**src/rtl/serial_adder_if.sv**
```systemverilog
// Start/operand/result bundle for serial_adder.
// Carries ovf only when SERIAL_ADDER_OVF_EN is defined.
`timescale 1ns/1ps
interface serial_adder_if #(
  parameter int unsigned WIDTH = 8
);
  logic             start;
  logic [WIDTH-1:0] a;
  logic [WIDTH-1:0] b;
  logic             cin;
  logic             busy;
  logic             done;
  logic [WIDTH-1:0] sum;
  logic             cout;
`ifdef SERIAL_ADDER_OVF_EN
  logic             ovf;

  modport master (
    output start, a, b, cin,
    input  busy, done, sum, cout, ovf
  );

  modport slave (
    input  start, a, b, cin,
    output busy, done, sum, cout, ovf
  );
`else
  modport master (
    output start, a, b, cin,
    input  busy, done, sum, cout
  );

  modport slave (
    input  start, a, b, cin,
    output busy, done, sum, cout
  );
`endif
endinterface

```
**src/rtl/serial_adder.sv**
```systemverilog
// Bit-serial ripple adder: one bit pair per RUN cycle, LSB first, result registered on completion.
// Optional two's-complement overflow output enabled by SERIAL_ADDER_OVF_EN.
`timescale 1ns/1ps
module serial_adder #(
  parameter int unsigned WIDTH = 8
) (
  input  logic           clk,
  input  logic           rst_n,
  serial_adder_if.slave  bus
);

  localparam int unsigned CntW = $clog2(WIDTH);

  typedef enum logic [1:0] {StIdle, StRun, StDone} state_e;

  state_e           state_q, state_d;
  logic [WIDTH-1:0] a_q, a_d;
  logic [WIDTH-1:0] b_q, b_d;
  logic [WIDTH-1:0] part_q, part_d;
  logic [WIDTH-1:0] sum_q, sum_d;
  logic             carry_q, carry_d;
  logic             cout_q, cout_d;
  logic [CntW-1:0]  cnt_q, cnt_d;

  // Full adder built from two half adders plus an OR.
  logic ha1_s, ha1_c, fa_s, ha2_c, fa_c;
  assign ha1_s = a_q[0] ^ b_q[0];
  assign ha1_c = a_q[0] & b_q[0];
  assign fa_s  = ha1_s ^ carry_q;
  assign ha2_c = ha1_s & carry_q;
  assign fa_c  = ha1_c | ha2_c;

`ifdef SERIAL_ADDER_OVF_EN
  logic ovf_q, ovf_d;
`endif

  always_comb begin
    state_d = state_q;
    a_d     = a_q;
    b_d     = b_q;
    part_d  = part_q;
    carry_d = carry_q;
    cnt_d   = cnt_q;
    sum_d   = sum_q;
    cout_d  = cout_q;
`ifdef SERIAL_ADDER_OVF_EN
    ovf_d   = ovf_q;
`endif
    unique case (state_q)
      StIdle, StDone: begin
        state_d = StIdle;
        if (bus.start) begin
          a_d     = bus.a;
          b_d     = bus.b;
          carry_d = bus.cin;
          part_d  = '0;
          cnt_d   = '0;
          state_d = StRun;
        end
      end
      StRun: begin
        a_d     = a_q >> 1;
        b_d     = b_q >> 1;
        part_d  = {fa_s, part_q[WIDTH-1:1]};
        carry_d = fa_c;
        cnt_d   = cnt_q + CntW'(1);
        if (cnt_q == CntW'(WIDTH - 1)) begin
          sum_d   = {fa_s, part_q[WIDTH-1:1]};
          cout_d  = fa_c;
`ifdef SERIAL_ADDER_OVF_EN
          // carry_q is the carry into the MSB on the final bit.
          ovf_d   = carry_q ^ fa_c;
`endif
          state_d = StDone;
        end
      end
      default: state_d = StIdle;
    endcase
  end

  always_ff @(posedge clk or negedge rst_n) begin
    if (!rst_n) begin
      state_q <= StIdle;
      a_q     <= '0;
      b_q     <= '0;
      part_q  <= '0;
      carry_q <= 1'b0;
      cnt_q   <= '0;
      sum_q   <= '0;
      cout_q  <= 1'b0;
    end else begin
      state_q <= state_d;
      a_q     <= a_d;
      b_q     <= b_d;
      part_q  <= part_d;
      carry_q <= carry_d;
      cnt_q   <= cnt_d;
      sum_q   <= sum_d;
      cout_q  <= cout_d;
    end
  end

`ifdef SERIAL_ADDER_OVF_EN
  always_ff @(posedge clk or negedge rst_n) begin
    if (!rst_n) begin
      ovf_q <= 1'b0;
    end else begin
      ovf_q <= ovf_d;
    end
  end
  assign bus.ovf = ovf_q;
`endif

  assign bus.busy = (state_q == StRun);
  assign bus.done = (state_q == StDone);
  assign bus.sum  = sum_q;
  assign bus.cout = cout_q;

endmodule

```
**src/flat_wrapper.sv**
```systemverilog
// flat-port wrapper written by rule: the top's interface ports become plain ports
module serial_adder_flat 
#(
  parameter int unsigned WIDTH = 8
)
  (clk, rst_n, bus_start, bus_a, bus_b, bus_cin, bus_busy, bus_done, bus_sum, bus_cout);
  serial_adder_if #(.WIDTH(WIDTH)) bus_i ();
  input  logic clk;
  input  logic rst_n;
  input wire logic [$bits(bus_i.start)-1:0] bus_start;
  input wire logic [$bits(bus_i.a)-1:0] bus_a;
  input wire logic [$bits(bus_i.b)-1:0] bus_b;
  input wire logic [$bits(bus_i.cin)-1:0] bus_cin;
  output wire logic [$bits(bus_i.busy)-1:0] bus_busy;
  output wire logic [$bits(bus_i.done)-1:0] bus_done;
  output wire logic [$bits(bus_i.sum)-1:0] bus_sum;
  output wire logic [$bits(bus_i.cout)-1:0] bus_cout;
  assign bus_i.start = bus_start;
  assign bus_i.a = bus_a;
  assign bus_i.b = bus_b;
  assign bus_i.cin = bus_cin;
  assign bus_busy = bus_i.busy;
  assign bus_done = bus_i.done;
  assign bus_sum = bus_i.sum;
  assign bus_cout = bus_i.cout;
  serial_adder #(.WIDTH(WIDTH)) u_core (.clk(clk), .rst_n(rst_n), .bus(bus_i));
endmodule
```
**config.mk**
```make
export PLATFORM = sky130hd
export DESIGN_NAME = serial_adder_flat
export DESIGN_NICKNAME = d
export VERILOG_FILES = /design/src/rtl/serial_adder_if.sv /design/src/rtl/serial_adder.sv /design/src/flat_wrapper.sv
export SDC_FILE = /design/constraint.sdc
export NUM_CORES = 1
export LEC_CHECK = 0
export ABC_AREA = 1
export ABC_CLOCK_PERIOD_IN_PS = 1810
export CAP_MARGIN = 20
export CORE_MARGIN = 3
export CORE_UTILIZATION = 45
export DETAILED_ROUTE_END_ITERATION = 12
export MAX_ROUTING_LAYER = met4
export PLACE_DENSITY_LB_ADDON = 0.15
export RECOVER_POWER = 25
export SYNTH_ARGS = -nofsm -noshare
export SYNTH_HDL_FRONTEND = slang
export SYNTH_SLANG_ARGS = --single-unit
```
**constraint.sdc**
```tcl
create_clock -name clk -period 1.81 [get_ports clk]
set_input_delay 0.362 -clock clk [delete_from_list [all_inputs] [get_ports clk]]
set_output_delay 0.362 -clock clk [all_outputs]
set_load 0.02 [all_outputs]
```
# After elaboration in Yosys (flattened, before gate mapping)
# Cells that the tools add are included.
# word_totals
latchBits,0
register_bits,39
output_inout_bits,11
romBits,0
ramBits,0
word_cells,37
n_memories,0
# classes
reduce_logical,5
n_div,0
n_lt_le_gt_ge,0
mux,13
n_mul,0
shifts,0
n_bitwise,5
n_addsub,1
n_eq_ne,5
# ops
cell,count
$pmux 8 s2,3
$mux 8,3
$pmux 3 s2,1
$pmux 2 s2,1
$reduce_and 2->1,2
$add 3x1->3 const B,1
$eq 3x3->1 const B,1
$mux 3,1
$and 1x1->1,2
$eq 2x1->1 const B,1
$eq 2x2->1 const B,1
$logic_not 2->1,1
$mux 1,2
$mux 2,1
$ne 2x1->1 const B,1
$ne 2x2->1 const B,1
$pmux 1 s2,1
$reduce_bool 2->1,1
$reduce_or 2->1,1
$xor 1x1->1,2
$or 1x1->1,1

# Logic depth before layout (Yosys ltp)
# depth
depth_word,4
depth_mapped,8
ltp_nobuf,6

# Worst setup path before layout
# OpenSTA, ideal clock, no wires.
# synth_path
kind,register to output
from,register u_core.state_q[0]
to,output port bus_done
slack_ps,484
n_path_buf,2
stages_incl_launch_ff,4
t_required_ps,1448
arrival_time_ps,964
cell_sequence,dfrtp_1 -> buf_6 -> buf_2 -> nor2_1
# synth_via
elab_chain_cells,1
# synth_lines
element,line,text
from (decl),serial_adder.sv:16,"state_e state_q, state_d;"
from (signal assigned),serial_adder.sv:83,state_q <= StIdle;
from (signal assigned),serial_adder.sv:92,state_q <= state_d;
$eq 2x2->1,serial_adder.sv:115,assign bus.done = (state_q == StDone);
to (decl),flat_wrapper.sv:15,output wire logic [$bits(bus_i.done)-1:0] bus_done;
# Every way passes these cells.

# Worst setup path after layout
# layout_path
from,"register u_core.sum_q[7], in the netlist u_core.bus.sum[7]"
to,output port bus_sum[7]
# layout_lines
element,line,text
from (decl),serial_adder.sv:20,"logic [WIDTH-1:0] sum_q, sum_d;"
from (signal assigned),serial_adder.sv:98,sum_q <= sum_d;
to (decl),flat_wrapper.sv:16,output wire logic [$bits(bus_i.sum)-1:0] bus_sum;
# No word-level cell between the ends.

==> results.json <==
{
  "path_max_fanout": 2,
  "hold_viol": 0,
  "power_density_mw_per_mm2": 1780,
  "grt_max_degree": 39,
  "seqPwrFrac_pct": 36.6,
  "setup_viol": 0,
  "path_buf_inv": 1,
  "finClkSkew_ps": 5.90,
  "firstDrtPassIters": 4,
  "slew_violations": 0,
  "start_util_pct": 48.8,
  "synth_cell_types": 21,
  "grt_pass1_wl_mm": 5.87,
  "leakage_nw": 1.21,
  "status": "finished, final reports clean",
  "slowest_stage": "clkdlybuf4s50_1",
  "clock-sinks": 38,
  "power_switching_mw": 1.68,
  "rows": 22,
  "drv_cap": 0,
  "maxSlewHeadroom_pct": 37.8,
  "insertion_delay_ps": 290,
  "via_per_inst": 4.52,
  "via_count": 1360,
  "design_area_sq_mm": 0.00227,
  "wl_met3_um": 141,
  "syn_inst": 219,
  "crit_path_start_kind": "flip-flop",
  "crit_required_ps": 1450,
  "synth_top_area_share_pct": 50.9,
  "place.port_buffers": 30,
  "worstPathArrival_ps": 1270,
  "syn_avg_cell_area_sq_um": 8.53,
  "synth-seq-cells": 38,
  "place_hpwl_mm": 2.26,
  "top_layer": "met4",
  "fmax_mhz": 613,
  "gp_congestion": 0.744,
  "crit_family": "buffers and inverters",
  "clkSlewWorstSetupHoldPaths_ps": 70,
  "routed_wl_mm": 3.47,
  "cts_tree": "built",
  "tns_ps": 0,
  "p_sw_share_pct": 41.9,
  "drt-met1-wl_mm": 1.86,
  "syn-num-nets": 242,
  "drive_gt1_share_pct": 11.9,
  "ys_warn_count": 0,
  "synth_top_area_cell": "dfrtp_1",
  "synthesis.area_sq_mm": 0.00187,
  "antenna_found_initial": 0,
  "io_pins": 31,
  "worstSetupPathType": "reg -> out",
  "grt_setup_unrepaired": "no",
  "period_minus_slack_ps": 1630,
  "dieHeight_um": 70.4,
  "dieArea_sq_mm": 0.00496,
  "clkPwrFrac_pct": 14.7,
  "grt_pass1_vias": 1254,
  "wl_met2_mm": 1.44,
  "gr-total-overflow": 0,
  "fin_nets": 275,
  "internal-power_mw": 2.34,
  "endpoint_kind": "output port",
  "ys_seq_area_share_pct": 50.9,
  "syn_to_final_growth_pct": 21.3,
  "cp_cell_sequence": "clkdlybuf4s50_1",
  "die_x_um": 70.4,
  "coreArea_sq_mm": 0.00383,
  "min_period_over_period_pct": 90.1,
  "htreeDepth": 2,
  "detail-route-antenna-nets": 0,
  "dpl_cell_area_sq_mm": 0.00218,
  "cts-root-buf": "clkbuf_8",
  "comb_power_share_pct": 48.7,
  "synth_top_cells_by_area": "dfrtp_1, nand2_1, nand3_1, inv_1, o21ai_2",
  "grt_usage_pct": 15.3,
  "max_stage_delay_ps": 610,
  "clockBufferDepth": 2,
  "cts_inserted_buffers": 5,
  "peakVddDrop_uv": 969,
  "diodes": 0,
  "hp-class": "in -> async",
  "drtIter0Drc": 93,
  "drc": 0,
  "wl_per_cell_um": 11.5,
  "tightestPinTransition_ps": 932
}
## cell type report
| type | instances | area (sq um) |
|---|---|---|
| clock buffers | 7 | 86.3 |
| clock inverters | 1 | 5.00 |
| fillers | 360 | 1560 |
| inverters | 42 | 165 |
| multi-input cells | 130 | 671 |
| flip-flops and latches | 38 | 951 |
| well taps | 48 | 60.1 |
| repair buffers | 35 | 328 |
## cells in the mapped netlist (all sizes together)
master / count
nand2: 75
inv: 42
dfrtp: 38
nand3: 30
o21ai: 18
buf: 9
nor2: 3
ha: 2
a21oi: 1
fa: 1
## placed cells by master (no fill, tap or decap), types with 2 or more instances in the layout
cell	count
dlygate4sd2_1	2
clkdlybuf4s50_1	27
o21ai_0	6
nand2_4	2
nand2_8	2
nand2_1	70
dfrtp_1	38
nand3_1	30
o21ai_1	4
ha_1	2
o21ai_2	8
nor2_1	2
buf_4	4
clkbuf_8	6
inv_1	39
## metal layers
metal	track usage, %	vias to the layer above
met5	-	-
met4	3.83	0
met3	5.04	5
met2	21.0	22
met1	21.9	602
li1	-	731
## stage by stage
step / util, % / hold WS [ps] / power [mW] / setup WS, ps / instances
global placement: 57.0 / 443 / 3.45 / 249 / 293
detailed placement: 57.0 / 438 / 3.47 / 244 / 293
CTS: 59.3 / 126 / 4.08 / 164 / 301
finish: 59.2 / 284 / 4.02 / 179 / 301
floorplan: - / 66.4 / 2.99 / 484 / 219
global route: 59.2 / 356 / 4.38 / 129 / 301
## what timing repair did
action / 4_1_cts / 5_1_grt
setup buffers: 0 / 0
resized for setup: 2 / 0
hold buffers: 0 / 0
setup endpoints to repair: 2 / 0
## sequential cells by signal, summed over array words and instances (netlist names)
name / count
u_core.a_q: 8
u_core.b_q: 8
u_core.bus.sum: 8
u_core.part_q: 7
u_core.cnt_q: 3
u_core.state_q: 2
u_core.bus.cout: 1
u_core.carry_q: 1
## power groups by stage
| stage | logic (mW) | registers, mW | clock network, mW |
|---|---|---|---|
| after global routing | 2.22 | 1.52 | 0.649 |
| after CTS | 2.00 | 1.47 | 0.608 |
| final | 1.96 | 1.47 | 0.590 |
| after detailed placement | 1.99 | 1.49 | 0 |
| after floorplan | 1.44 | 1.55 | 0 |
| after global placement | 1.97 | 1.48 | 0 |
## cell families after synthesis
logic type	count (synthesis)	share of synthesized area (%)
adder cells (fa/ha/maj)	3	2.41
AND/OR/NAND/NOR	108	26.8
flip-flops	38	50.9
buffers and inverters	51	13.2
AO/OA/AOI/OAI	19	6.70
## final timing paths
check / from / endpoint / slack [ps] / depth (start not counted)
worst min register to register: u_core.b_q[6]$_DFFE_PN0P_ / u_core.b_q[6]$_DFFE_PN0P_ / 480 / 2
min in group clk: u_core.b_q[6]$_DFFE_PN0P_ / u_core.b_q[6]$_DFFE_PN0P_ / 480 / 2
worst max register to register: u_core.state_q[1]$_DFFE_PN0P_ / u_core.b_q[4]$_DFFE_PN0P_ / 380 / 7
worst min-delay path: rst_n / u_core.bus.sum[6]$_DFFE_PN0P_ / 280 / 2
worst max-delay path: u_core.bus.sum[7]$_DFFE_PN0P_ / bus_sum[7] / 180 / 1
max in group asynchronous: rst_n / u_core.part_q[5]$_DFFE_PN0P_ / 940 / 2
Power figures use the tool's default switching activity.
